--- src/rtl/fifo_rd_word_packer_pkg.sv ---
// Shared types and width helpers for the FIFO read-side word packer.
//   state_t          : packer FSM states (FILL accumulates, HOLD presents a word)
//   clog2_min1()     : ceil(log2(value)), never less than 1
//   lane_width()     : lane index width for a given pack_ratio
//   tmo_width()      : idle counter width able to hold 0..tmo_cycles
package fifo_rd_word_packer_pkg;

    typedef enum logic {
        FILL = 1'b0,
        HOLD = 1'b1
    } state_t;

    function automatic int clog2_min1(input int value);
        return (value <= 2) ? 1 : $clog2(value);
    endfunction

    function automatic int lane_width(input int pack_ratio);
        return clog2_min1(pack_ratio);
    endfunction

    function automatic int tmo_width(input int tmo_cycles);
        return clog2_min1(tmo_cycles + 1);
    endfunction

endpackage

--- src/rtl/fifo_rd_word_packer_if.sv ---
// Bus bundle between the FIFO pop side, the packer and the downstream stream.
//   FIFO side  : empty_d, data_d, clr_in_prog_d (to packer), pop_d_n (from packer)
//   Stream side: out_data, out_be, out_valid (from packer), out_ready (to packer)
// master = the packer, slave = FIFO plus downstream consumer.
interface fifo_rd_word_packer_if #(
    parameter int width      = 8,
    parameter int pack_ratio = 4
);
    logic                        empty_d;
    logic [width-1:0]            data_d;
    logic                        clr_in_prog_d;
    logic                        pop_d_n;
    logic [width*pack_ratio-1:0] out_data;
    logic [pack_ratio-1:0]       out_be;
    logic                        out_valid;
    logic                        out_ready;

    modport master (
        input  empty_d, data_d, clr_in_prog_d, out_ready,
        output pop_d_n, out_data, out_be, out_valid
    );

    modport slave (
        output empty_d, data_d, clr_in_prog_d, out_ready,
        input  pop_d_n, out_data, out_be, out_valid
    );
endinterface

--- src/rtl/fifo_rd_tmo_cnt.sv ---
// Saturating idle counter for the packer's partial-word timeout.
//   clk_d, rst_d_n : clock, async active-low reset
//   clr            : synchronous clear (wins over en)
//   en             : count one idle cycle
//   tc             : count has reached tmo_cycles (never set when tmo_cycles==0)
module fifo_rd_tmo_cnt
    import fifo_rd_word_packer_pkg::*;
#(
    parameter int tmo_cycles = 16
) (
    input  logic clk_d,
    input  logic rst_d_n,
    input  logic clr,
    input  logic en,
    output logic tc
);
    localparam int cnt_w = tmo_width(tmo_cycles);
    localparam logic [cnt_w-1:0] cnt_max = cnt_w'(tmo_cycles);

    logic [cnt_w-1:0] cnt;

    always_ff @(posedge clk_d or negedge rst_d_n) begin
        if (!rst_d_n) begin
            cnt <= '0;
        end else if (clr) begin
            cnt <= '0;
        end else if (en && (cnt != cnt_max)) begin
            cnt <= cnt + cnt_w'(1);
        end
    end

    assign tc = (tmo_cycles != 0) && (cnt == cnt_max);
endmodule

--- src/rtl/fifo_rd_word_packer.sv ---
// Packs pack_ratio FIFO entries into one wide word on a valid/ready stream.
//   clk_d, rst_d_n : destination clock, async active-low reset
//   init_d_n       : synchronous active-low init (same effect as reset)
//   flush          : emit the partial word (ignored when nothing is accumulated)
//   bus            : FIFO pop side and output stream (fifo_rd_word_packer_if.master)
//   word_cnt       : delivered word counter, only when FIFO_RD_WORD_PACKER_CNT_EN is defined
//
// state | meaning
// FILL  | popping entries into acc lanes; flush/timeout/full word moves to HOLD
// HOLD  | acc presented with out_valid=1 until out_ready
module fifo_rd_word_packer
    import fifo_rd_word_packer_pkg::*;
#(
    parameter int width      = 8,
    parameter int pack_ratio = 4,
    parameter int tmo_cycles = 16
) (
    input  logic clk_d,
    input  logic rst_d_n,
    input  logic init_d_n,
    input  logic flush,
    fifo_rd_word_packer_if.master bus
`ifdef FIFO_RD_WORD_PACKER_CNT_EN
    ,
    output logic [15:0] word_cnt
`endif
);
    localparam int lane_w = lane_width(pack_ratio);
    localparam logic [lane_w-1:0] last_lane = lane_w'(pack_ratio - 1);

    state_t                      state, state_nxt;
    logic                        pop;
    logic                        transfer;
    logic                        lane_last;
    logic                        tmo_tc;
    logic [lane_w-1:0]           lane;
    logic [width*pack_ratio-1:0] acc;
    logic [pack_ratio-1:0]       be;

    assign lane_last = (lane == last_lane);
    assign transfer  = (state == HOLD) && bus.out_ready;

    always_ff @(posedge clk_d or negedge rst_d_n) begin
        if (!rst_d_n) begin
            state <= FILL;
        end else if (!init_d_n) begin
            state <= FILL;
        end else begin
            state <= state_nxt;
        end
    end

    always_comb begin
        state_nxt = state;
        case (state)
            FILL: begin
                if (!bus.clr_in_prog_d) begin
                    if (pop && lane_last) begin
                        state_nxt = HOLD;
                    end else if (flush && ((|be) || pop)) begin
                        state_nxt = HOLD;
                    end else if (tmo_tc && !pop) begin
                        state_nxt = HOLD;
                    end
                end
            end
            HOLD: begin
                if (bus.out_ready) begin
                    // a single-lane word is already complete after the refill pop
                    state_nxt = (pop && (pack_ratio == 1)) ? HOLD : FILL;
                end
            end
            default: state_nxt = FILL;
        endcase
    end

    // Pop is also gated by the reset pin so pop_d_n reads 1 the moment reset asserts.
    always_comb begin
        pop = rst_d_n && init_d_n && !bus.empty_d && !bus.clr_in_prog_d
              && ((state == FILL) || bus.out_ready);
        bus.pop_d_n   = !pop;
        bus.out_valid = (state == HOLD);
        bus.out_data  = acc;
        bus.out_be    = be;
    end

    always_ff @(posedge clk_d or negedge rst_d_n) begin
        if (!rst_d_n) begin
            acc  <= '0;
            be   <= '0;
            lane <= '0;
        end else if (!init_d_n) begin
            acc  <= '0;
            be   <= '0;
            lane <= '0;
        end else if (state == FILL) begin
            if (bus.clr_in_prog_d) begin
                acc  <= '0;
                be   <= '0;
                lane <= '0;
            end else if (pop) begin
                acc[int'(lane)*width +: width] <= bus.data_d;
                be[lane]                       <= 1'b1;
                lane                           <= lane_last ? '0 : lane + lane_w'(1);
            end
        end else if (transfer) begin
            acc  <= '0;
            be   <= '0;
            lane <= '0;
            if (pop) begin
                acc[width-1:0] <= bus.data_d;
                be[0]          <= 1'b1;
                lane           <= (pack_ratio == 1) ? '0 : lane_w'(1);
            end
        end
    end

    fifo_rd_tmo_cnt #(
        .tmo_cycles (tmo_cycles)
    ) u_tmo_cnt (
        .clk_d   (clk_d),
        .rst_d_n (rst_d_n),
        .clr     (!init_d_n || pop || bus.clr_in_prog_d || (state != FILL)),
        .en      ((state == FILL) && (|be) && !pop),
        .tc      (tmo_tc)
    );

`ifdef FIFO_RD_WORD_PACKER_CNT_EN
    logic clr_q;

    always_ff @(posedge clk_d or negedge rst_d_n) begin
        if (!rst_d_n) begin
            word_cnt <= '0;
            clr_q    <= 1'b0;
        end else begin
            clr_q <= init_d_n && bus.clr_in_prog_d;
            if (!init_d_n || (bus.clr_in_prog_d && !clr_q)) begin
                word_cnt <= '0;
            end else if (transfer && (word_cnt != 16'hFFFF)) begin
                word_cnt <= word_cnt + 16'd1;
            end
        end
    end
`endif
endmodule

--- src/flat_wrapper.sv ---
// flat-port wrapper written by rule: the top's interface ports become plain ports
module fifo_rd_word_packer_flat import fifo_rd_word_packer_pkg::*;
#(
    parameter int width      = 8,
    parameter int pack_ratio = 4,
    parameter int tmo_cycles = 16
)
  (clk_d, rst_d_n, init_d_n, flush, bus_empty_d, bus_data_d, bus_clr_in_prog_d, bus_out_ready, bus_pop_d_n, bus_out_data, bus_out_be, bus_out_valid);
  fifo_rd_word_packer_if #(.width(width), .pack_ratio(pack_ratio)) bus_i ();
  input  logic clk_d;
  input  logic rst_d_n;
  input  logic init_d_n;
  input  logic flush;
  input wire logic [$bits(bus_i.empty_d)-1:0] bus_empty_d;
  input wire logic [$bits(bus_i.data_d)-1:0] bus_data_d;
  input wire logic [$bits(bus_i.clr_in_prog_d)-1:0] bus_clr_in_prog_d;
  input wire logic [$bits(bus_i.out_ready)-1:0] bus_out_ready;
  output wire logic [$bits(bus_i.pop_d_n)-1:0] bus_pop_d_n;
  output wire logic [$bits(bus_i.out_data)-1:0] bus_out_data;
  output wire logic [$bits(bus_i.out_be)-1:0] bus_out_be;
  output wire logic [$bits(bus_i.out_valid)-1:0] bus_out_valid;
  assign bus_i.empty_d = bus_empty_d;
  assign bus_i.data_d = bus_data_d;
  assign bus_i.clr_in_prog_d = bus_clr_in_prog_d;
  assign bus_i.out_ready = bus_out_ready;
  assign bus_pop_d_n = bus_i.pop_d_n;
  assign bus_out_data = bus_i.out_data;
  assign bus_out_be = bus_i.out_be;
  assign bus_out_valid = bus_i.out_valid;
  fifo_rd_word_packer #(.width(width), .pack_ratio(pack_ratio), .tmo_cycles(tmo_cycles)) u_core (.clk_d(clk_d), .rst_d_n(rst_d_n), .init_d_n(init_d_n), .flush(flush), .bus(bus_i));
endmodule
--- config.mk ---
export PLATFORM = sky130hd
export DESIGN_NAME = fifo_rd_word_packer_flat
export DESIGN_NICKNAME = d
export VERILOG_FILES = /design/src/rtl/fifo_rd_word_packer_pkg.sv /design/src/rtl/fifo_rd_word_packer_if.sv /design/src/rtl/fifo_rd_tmo_cnt.sv /design/src/rtl/fifo_rd_word_packer.sv /design/src/flat_wrapper.sv
export SDC_FILE = /design/constraint.sdc
export NUM_CORES = 1
export LEC_CHECK = 0
export ABC_CLOCK_PERIOD_IN_PS = 1800
export CAP_MARGIN = 20
export CORE_MARGIN = 8
export CORE_UTILIZATION = 30
export CTS_CLUSTER_DIAMETER = 100
export DETAILED_ROUTE_END_ITERATION = 6
export MAX_ROUTING_LAYER = met4
export PLACE_DENSITY = 0.54
export SLEW_MARGIN = 5
export SYNTH_ARGS = -nofsm -noshare
export SYNTH_HDL_FRONTEND = slang
export SYNTH_SLANG_ARGS = --single-unit
export TNS_END_PERCENT = 30
--- constraint.sdc ---
create_clock -name clk_d -period 1.8 [get_ports clk_d]
set_input_delay 0.18 -clock clk_d [delete_from_list [all_inputs] [get_ports clk_d]]
set_output_delay 0.18 -clock clk_d [all_outputs]
set_load 0.01 [all_outputs]
==> out/qor.csv <==
stage,metric,value,unit
yosys,synth.area.mux_share,0.009368,
yosys,ys_ff_latch,44,
global_route,antenna_found_initial,0,
worst_setup_path,critPathMaxFanout,8,
floorplan,start_util,0.3128,
pwr,seq_power_share,0.476,
timing,worst_slew_margin_rel,0.6950,
detailed_routing,drc,0,
pwr,power.share.switching,0.2605,
yosys,netlist_area,2137,sq um
pwr,finalPower,2141,uW
detailed_routing,drt_first_pass_iters,4,
floorplan,pin_count,53,
global_route,grt_pass1_vias,1744,
yosys,async_flop_share,1.000,
worst_setup_path,crit_arrival,1.88,ns
yosys,yosys.area.top_type,dfrtp_1,
finish,drive_gt1_frac,0.2257,
clock_tree,clk_pin_slew_worst_paths,0.09,ns
yosys,synth_cells,178,
floorplan,fp.dieArea,10080,sq um
yosys,synth_area_per_cell,12.01,sq um
placed_design,dp_hpwl,4282,microns
floorplan,core_area,6832,sq um
yosys,yosys.area_share.adder,0.03513,
detailed_routing,met1Wirelength,2846,microns
worst_setup_path,cpPeakStageDelay,0.42,ns
detailed_routing,routed_wl,5640,microns
yosys,synth-edff-count,0,
timing,tightestPinTransition,0.4510,ns
yosys,ys_types,45,
placed_design,place_inst,342,
worst_setup_path,slowest_stage,dfrtp_2,
pwr,power_density,698.0,nW/um^2
clock_tree,cts.htree.levels,2,
pwr,p_sw,557.6,uW
worst_setup_path,worstRegToRegCells,6,
worst_setup_path,setup.worst_path.class,flip-flop to flip-flop,
pwr,p_leak,0.001298,uW
clock_tree,cts_root_buffer,clkbuf_8,
worst_setup_path,endpoint,u_core.bus.out_data[17]$_DFFE_PN0P_,
yosys,ys_top_cells_by_area,"dfrtp_1, a22o_1, ha_1",
global_route,globalRouteOverflowTotal,0,
pwr,power.internal,1583,uW
pwr,combPwrFrac,0.160,
yosys,seq_area_frac_synth,0.5152,
worst_setup_path,end_kind,flip-flop,
detailed_routing,ant_nets,0,
yosys,ys.flop_type,dfrtp_1,
worst_setup_path,crit_top_cell,buf_4,
detailed_routing,vias_per_cell,4.683,
placed_design,portBuffers,52,
detailed_routing,wl_met3,172,microns
clock_tree,cts_buffer_depth,2,
yosys,syn_nets,199,
detailed_routing,met2_length,2543,microns
timing,finClkSkew,0.004245,ns
yosys,synth-compound-area-share,0.2389,
detailed_routing,top_layer_used,met4,
timing,period_needed,1.689,ns
hold_path,hp-class,primary input to async pin,
timing,hold_viol,0,
placed_design,gp_congestion,0.8515,
finish,instances_no_fill,353,
yosys,ys_warn_count,0,
yosys,synth_top_family_by_area,compound AO/OA/AOI/OAI gates,
timing,finalCritPeriodShare,0.9382,
pwr,peakVddDrop,0.3452,mV
clock_tree,cts_buffers,5,
finish,nets,277,
floorplan,dieWidth,100.4,microns
pwr,clkPwrFrac,0.364,
worst_setup_path,regToRegSetupSlack,0.11,ns
timing,fmax,592.1,MHz
status,outcome,completed,
yosys,yosysTopAreaCellShare,0.5152,
worst_setup_path,path_cells,buf_4 -> or2_4 -> o21ai_4 -> a211oi_4 -> buf_4 -> a22o_1,
worst_setup_path,r2r-start,u_core.bus.out_valid$_DFF_PN0_,
timing,drv_slew,0,
worst_setup_path,crit_required,1.99,ns
worst_setup_path,cp-start-kind,flip-flop,
floorplan,fp.dieH,100.4,microns
detailed_routing,vias,1653,
yosys,synth-simple-area-share,0.1528,
timing,whs,0.4173,ns
detailed_routing,wire_per_inst,15.98,microns
finish,n_antenna_cell,0,
yosys,synth-xor-area-share,0.01230,
clock_tree,cts_sinks,44,
worst_setup_path,cp-startpoint,u_core.bus.out_valid$_DFF_PN0_,
finish,synthToLayoutAreaGrowth,43.50,%
worst_setup_path,reg2reg_to,u_core.bus.out_data[17]$_DFFE_PN0P_,
global_route,grt_start_max_net_pins,33,
clock_tree,cts_tree,built,
timing,rsz0062_at_grt,false,
clock_tree,clk_latency,0.29,ns
floorplan,row_count,30,
global_route,grt_pass1_wl,9473,microns
flow_run,drv_cap,0,
timing,setup-violations-final,0,
detailed_routing,drtIter0Drc,62,
global_route,grt_usage,0.1219,
==> power groups by stage <==
stage / combinational (uW) / clock [uW] / sequential [uW]
final: 342 / 778 / 1020
after global routing: 373 / 841 / 1020
after CTS: 345 / 801 / 1020
after detailed placement: 338 / 0 / 1040
after global placement: 339 / 0 / 1040
after floorplan: 165 / 0 / 1050
==> worst max-delay path: cells and delay by family (launching register included) <==
family	cells	cell delay [ns]
and+or+nand+nor	1	0.29
DFF	1	0.42
buffers and inverters	2	0.33
AOI/OAI and AO/OA	3	0.55
==> cells in the mapped netlist, types with 2 or more instances <==
master	instances
a22o_1	24
a21oi_1	4
buf_2	2
dfrtp_1	44
a21oi_4	4
inv_1	7
nand2_1	12
nor4_1	2
xnor2_1	3
mux2i_1	2
o21ai_1	3
ha_1	6
nor2_1	12
nand3_1	14
o21ai_0	6
buf_6	3
a211oi_4	2
==> sequential cells by signal (all words and copies together) (netlist names) <==
register	flops
u_core.bus.out_be	4
u_core.lane	2
u_core.bus.out_valid	1
u_core.bus.out_data	32
u_core.u_tmo_cnt.cnt	5
==> repair_timing <==
item / CTS / global route
gates resized for setup: 1 / 4
pin swaps: 1 / 0
buffers inserted: 2 / 0
endpoints found under the setup margin: 1 / 13
hold buffers: 1 / 0
endpoints found under the hold margin: 44 / 0
==> cell families after synthesis <==
logic type | Yosys count
xor+xnor | 3
buf+inv | 13
simple gates | 55
mux | 2
flops | 44
compound gates | 55
fa+ha+maj | 6
==> worst min path at each step <==
stage                                       end  startpoint  cells past startpoint
4_1_cts          u_core.bus.out_valid$_DFF_PN0_     rst_d_n                      3
6_report         u_core.bus.out_valid$_DFF_PN0_     rst_d_n                      3
3_5_place_dp     u_core.bus.out_valid$_DFF_PN0_     rst_d_n                      2
3_3_place_gp     u_core.bus.out_valid$_DFF_PN0_     rst_d_n                      2
2_1_floorplan  u_core.bus.out_be[0]$_DFFE_PN0P_     rst_d_n                      0
5_1_grt          u_core.bus.out_valid$_DFF_PN0_     rst_d_n                      3
==> metrics by stage <==
stage               worst slack [ns]  cell area (sq um)  setup TNS [ns]    util
finish                        0.1112               3067               0  0.4489
global route                 0.01367               3067               0  0.4489
CTS                         0.002739               3054               0  0.4471
detailed placement          -0.02141               2912         -0.1592  0.4262
global placement            -0.01352               2912        -0.06899  0.4262
floorplan                     0.1872               2137               0       -
==> layout by cell type, fill, tap and decap left out, types with 3 or more instances in the layout <==
cell              n
dfrtp_1          43
a21oi_1           4
clkbuf_8          5
o21ai_1           3
o21ai_0           6
nand3_1          14
a22o_1           24
ha_1              6
a21oi_4           4
xnor2_1           3
nand2_1          12
nor2_1           12
inv_1             7
clkdlybuf4s50_1  50
buf_4            22
==> cell type report <==
| class | instances | area [sq um] |
|---|---|---|
| fillers | 671 | 3765 |
| flip-flops and latches | 44 | 1102 |
| multi-input cells | 121 | 968.4 |
| repair buffers | 77 | 733.2 |
| well taps | 96 | 120.1 |
| clock buffers | 5 | 68.82 |
| clock inverters | 3 | 47.55 |
| inverters | 7 | 26.28 |
==> layer usage <==
layer | GRT usage | vias to the layer above
met5 | - | -
met4 | 0.04302 | 0
met3 | 0.02768 | 5
met2 | 0.1718 | 29
met1 | 0.1663 | 808
li1 | - | 811
Power figures use the tool's default switching activity.
